**config.mk**
```make
export PLATFORM = sky130hd
export DESIGN_NAME = router_out_fifo
export DESIGN_NICKNAME = d
export VERILOG_FILES = /design/src/rtl/router_out_fifo.sv
export SDC_FILE = /design/constraint.sdc
export NUM_CORES = 1
export LEC_CHECK = 0
export CAP_MARGIN = 0
export CORE_ASPECT_RATIO = 1.4
export CORE_MARGIN = 10
export CORE_UTILIZATION = 44
export CTS_CLUSTER_DIAMETER = 200
export DETAILED_ROUTE_END_ITERATION = 16
export HOLD_SLACK_MARGIN = 0.03
export PLACE_DENSITY = 0.57
export SYNTH_ARGS = -nofsm -noshare
export SYNTH_HDL_FRONTEND = slang
export SYNTH_SLANG_ARGS = --single-unit
```
**constraint.sdc**
```tcl
create_clock -name clock -period 2.4 [get_ports clock]
set_input_delay 0.48 -clock clock [delete_from_list [all_inputs] [get_ports clock]]
set_output_delay 0.48 -clock clock [all_outputs]
set_load 0.01 [all_outputs]
```
**src/rtl/router_out_fifo.sv**
```systemverilog
// Per-destination output buffer of the 1x3 router: a DEPTH-entry byte FIFO whose words carry
// a header tag so the read side can track packet length and idle data_out to 0 between packets.
module router_out_fifo #(
    parameter int DATA_W = 8,
    parameter int DEPTH  = 16,
    parameter int ADDR_W = 4
) (
    input  logic              clock,
    input  logic              reset,
    input  logic              soft_reset,
    input  logic              write_enb,
    input  logic              read_enb,
    input  logic              lfd_state,
    input  logic [DATA_W-1:0] data_in,
    output logic [DATA_W-1:0] data_out,
    output logic              full,
    output logic              empty
);

    localparam int CNT_W = DATA_W - 1;

    logic [DATA_W:0]   mem_q [DEPTH];
    logic [DATA_W:0]   mem_d [DEPTH];
    logic [ADDR_W:0]   wr_ptr_q, wr_ptr_d;
    logic [ADDR_W:0]   rd_ptr_q, rd_ptr_d;
    logic [CNT_W-1:0]  pkt_cnt_q, pkt_cnt_d;
    logic [DATA_W-1:0] data_out_q, data_out_d;

    logic              wr_ok;
    logic              rd_ok;
    logic [DATA_W:0]   rd_word;

    // Handshake: a strobe is a request; write is taken only when !full and read only when !empty,
    // both judged on the flags before the edge. Refused strobes are dropped, never retried.
    assign empty = (wr_ptr_q == rd_ptr_q);
    assign full  = (wr_ptr_q[ADDR_W] != rd_ptr_q[ADDR_W]) &&
                   (wr_ptr_q[ADDR_W-1:0] == rd_ptr_q[ADDR_W-1:0]);

    assign wr_ok   = write_enb && !full;
    assign rd_ok   = read_enb && !empty;
    assign rd_word = mem_q[rd_ptr_q[ADDR_W-1:0]];

    always_comb begin
        mem_d      = mem_q;
        wr_ptr_d   = wr_ptr_q;
        rd_ptr_d   = rd_ptr_q;
        pkt_cnt_d  = pkt_cnt_q;
        data_out_d = data_out_q;

        if (!reset) begin
            for (int i = 0; i < DEPTH; i++) mem_d[i] = '0;
            wr_ptr_d   = '0;
            rd_ptr_d   = '0;
            pkt_cnt_d  = '0;
            data_out_d = '0;
        end else if (soft_reset) begin
            // Flush discards contents by pointer reset only; stale words become unreachable.
            wr_ptr_d   = '0;
            rd_ptr_d   = '0;
            pkt_cnt_d  = '0;
            data_out_d = '0;
        end else begin
            if (wr_ok) begin
                mem_d[wr_ptr_q[ADDR_W-1:0]] = {lfd_state, data_in};
                wr_ptr_d = wr_ptr_q + (ADDR_W+1)'(1);
            end
            if (rd_ok) begin
                data_out_d = rd_word[DATA_W-1:0];
                rd_ptr_d   = rd_ptr_q + (ADDR_W+1)'(1);
                // Header loads payload length plus one for the trailing parity byte.
                if (rd_word[DATA_W])
                    pkt_cnt_d = {1'b0, rd_word[DATA_W-1:2]} + CNT_W'(1);
                else if (pkt_cnt_q != '0)
                    pkt_cnt_d = pkt_cnt_q - CNT_W'(1);
            end else if (pkt_cnt_q == '0) begin
                data_out_d = '0;
            end
        end
    end

    always_ff @(posedge clock) begin
        mem_q      <= mem_d;
        wr_ptr_q   <= wr_ptr_d;
        rd_ptr_q   <= rd_ptr_d;
        pkt_cnt_q  <= pkt_cnt_d;
        data_out_q <= data_out_d;
    end

    assign data_out = data_out_q;

endmodule

```
==> summary.txt <==
Placement
  – Dpl cell area: 8700 um2
  – Placed cells: 973
  – Port-buffer cells: 23
  – Post-DP HPWL: 12900 um
  – RD Place Congestion: 0.795

Logic synthesis
  – Post-synthesis compound-gate area fraction: 3.62%
  – Most common cell in the netlist: dfxtp_1
  – Post-synth EDFFs: 0
  – Post-synthesis sequential element count: 169
  – Synth Area in Adders: 1.07%
  – Post-Syn Area: 8170 um2
  – Post-synthesis simple-gate area fraction: 16.6%
  – Most instantiated cells after synthesis: 169 x dfxtp_1, 157 x mux2i_1, 147 x nor2b_1
  – Async SR Flop Fraction: 0%
  – Multiplexer share of the synthesized area: 30.6%
  – Synth top area cells: dfxtp_1 41%, mux2i_1 19%, nor2b_1 11%
  – Area leader, netlist: dfxtp_1
  – Register area share after synthesis: 41.4%
  – Cells after Synth: 739
  – Avg Cell Area, Syn: 11.0 um2
  – Synth Warn #: 0
  – Most common flop cell mapped by yosys: dfxtp_1
  – Largest family of logic cells by synthesized area: multiplexers
  – Post-synth cell types: 54
  – Mapped Nets: 760
  – XOR/XNOR share of the synthesized area: 1.61%
  – Post-synth top area share: 41.4%

Clocking
  – Worst-Skew Late Latency: 420 ps
  – Root Buffer: clkbuf_16
  – CTS Buf Count: 17
  – CTS tree: yes
  – Number of H-tree levels: 4
  – Largest buffer count on any clock path: 2
  – CTS clock-pin slew for the worst setup and hold paths: 70 ps
  – CTS Sinks: 169
  – CTS Hold Buffers Added: 0

Critical path
  – Setup slack, reg-to-reg: 140 ps
  – Worst setup path startpoint: rd_ptr_q[1]
  – Crit path launch type: flip-flop
  – CP Capture Type: flip-flop
  – Worst path depth: 8
  – Slowest stage delay, CP: 560 ps
  – Family with the most delay on the worst path: multiplexers
  – CP Max Fanout: 9
  – Critical-path top delay cell: mux4_1
  – Reg2reg start: rd_ptr_q[1]
  – Reg2Reg Depth: 8
  – Cells along the critical path: buf_12 > mux4_1 > mux2i_2 > mux2_4 > clkinv_2 > ha_1 > xnor2_1 > a211oi_2
  – Data arrival, critical path: 2600 ps
  – WP data required: 2730 ps
  – CP Class: reg -> reg
  – R2R Path End: pkt_cnt_q[2]
  – Worst setup path end: pkt_cnt_q[2]
  – Buf/Inv on CP: 2

Floorplanning
  – # rows: 58
  – IO Pins: 24
  – Starting Density: 45.0%
  – Die Width: 135 um
  – Die footprint: 24500 um2
  – Core Area: 18100 um2
  – Die Y: 181 um

Route
  – Pre-antenna DRT Iters: 4
  – WL per Instance: 18.9 um
  – DR vias/cell: 5.32
  – Post-route DRC violation count: 0
  – Routed WL: 19100 um
  – Initial drt markers: 264
  – Final ANT Viol Nets: 0
  – Total number of vias: 5388

Power
  – Logic gate share of total power: 5.1%
  – PD cells: 627 nW/um2
  – Net Sw Frac: 21.7%
  – Peak supply drop: 0.499 mV
  – Switching power: 1280 uW
  – Sequential Power Share: 48.0%
  – Pleak: 0.00418 uW
  – Internal power: 4600 uW
  – Clock power share: 46.9%
  – Pwr Total: 5880 uW

Run status
  – Status: completed

Layout
  – Finished Layout Cells: 1012
  – Post-Route Utilization: 51.7%
  – Area Overhead vs Synth: 14.9%
  – Final Cell Area: 9380 um2
  – Final net count: 782
  – ANT cells: 0
  – Fraction of layout cells with a size suffix above 1: 16.2%

GRT
  – Largest net degree at the start of global routing: 145
  – Global-route wire length before repair: 30800 um
  – Initial antenna violation count: 0
  – Vias in the first global route: 5668
  – GRT Total Usage: 15.9%
  – GRT overflow: 0

Timing
  – Tmin final: 2260 ps
  – Fin Clk Skew: 6.57 ps
  – Endpoints failing setup: 0
  – Final Hold Fails: 0
  – Fmax: 0.442 GHz
  – Final cycle utilization of the critical path: 94.3%
  – Final setup TNS: 0 ps
  – Rel. slew slack: 55.8%
  – Worst slew pin tran: 661 ps
  – Pins Over Slew Limit: 0

Flow run
  – Max Cap Violations: 0

Min path
  – Worst hold-check path type: reg -> reg
==> layer usage <==
metal,global-route usage (%),wire [um],up-vias
li1,-,-,2631
met3,3.05,701,29
met4,6.56,488,0
met5,0,0,-
met1,19.0,8270,2640
met2,27.1,9670,88
==> through the flow <==
| step | setup WS [ps] | hold WS (ps) |
|---|---|---|
| final | 136 | 465 |
| after global routing | -5.02 | 484 |
| after CTS | 24.1 | 469 |
| after detailed placement | 71.4 | 460 |
| after global placement | 126 | 459 |
| after floorplan | 263 | 450 |
==> logic make-up after synthesis <==
logic type	Yosys count
buffers and inverters	74
multiplexers	199
AND/OR/NAND/NOR	232
XOR/XNOR	15
flip-flops	169
AO/OA/AOI/OAI	43
adder cells (fa/ha/maj)	7
==> worst min-delay path: cells and delay by family (launching register included) <==
kind	cells	cell delay, ps
flip-flops	1	310
AND/OR/NAND/NOR	1	60
AO/OA/AOI/OAI	1	50
==> how the worst min path moves through the flow <==
stage / start / to / slack (ps) / cells past startpoint
after detailed placement: data_out[0] / data_out[0] / 460 / 2
after floorplan: pkt_cnt_q[6] / pkt_cnt_q[6] / 450 / 2
after global placement: data_out[0] / data_out[0] / 460 / 2
final: data_out[0] / data_out[0] / 470 / 2
after CTS: data_out[0] / data_out[0] / 470 / 2
after global routing: data_out[0] / data_out[0] / 480 / 2
==> state kept, by name, summed over array words and instances (netlist names) <==
signal	flops
pkt_cnt_q	7
data_out	8
wr_ptr_q	5
rd_ptr_q	5
mem_q	144
==> layout make-up <==
| type | instances | area [um2] |
|---|---|---|
| timing repair buffer | 67 | 668 |
| clock inverter | 12 | 151 |
| tap | 240 | 300 |
| multi-input combinational | 496 | 4380 |
| inverter | 10 | 52.6 |
| sequential | 169 | 3390 |
| clock buffer | 18 | 439 |
| fill | 1652 | 8760 |
==> power groups by stage <==
stage,Combinational [uW],Sequential (uW),Clock (uW)
after detailed placement,293,2890,0
after floorplan,200,2890,0
after global placement,287,2890,0
after CTS,298,2820,2810
after global routing,327,2820,2920
final,302,2820,2760
==> layout by cell type, fill, tap and decap left out, types with 8 or more instances in the layout <==
cell type        count
mux4_2              29
nor2b_1            147
xor2_1               8
nand3_1             27
clkbuf_16           17
a21oi_1             13
mux2i_1            156
buf_4               32
dfxtp_1            167
buf_12               8
clkdlybuf4s50_1     20
nor2_1              21
nand2_1             15
==> repair_timing <==
action / CTS / global route
pin swaps: 2 / 0
buffers inserted: 5 / 4
resized for setup: 4 / 7
cloned: 0 / 0
setup endpoints to repair: 2 / 6
No activity file was read; power rests on OpenSTA's default activity.
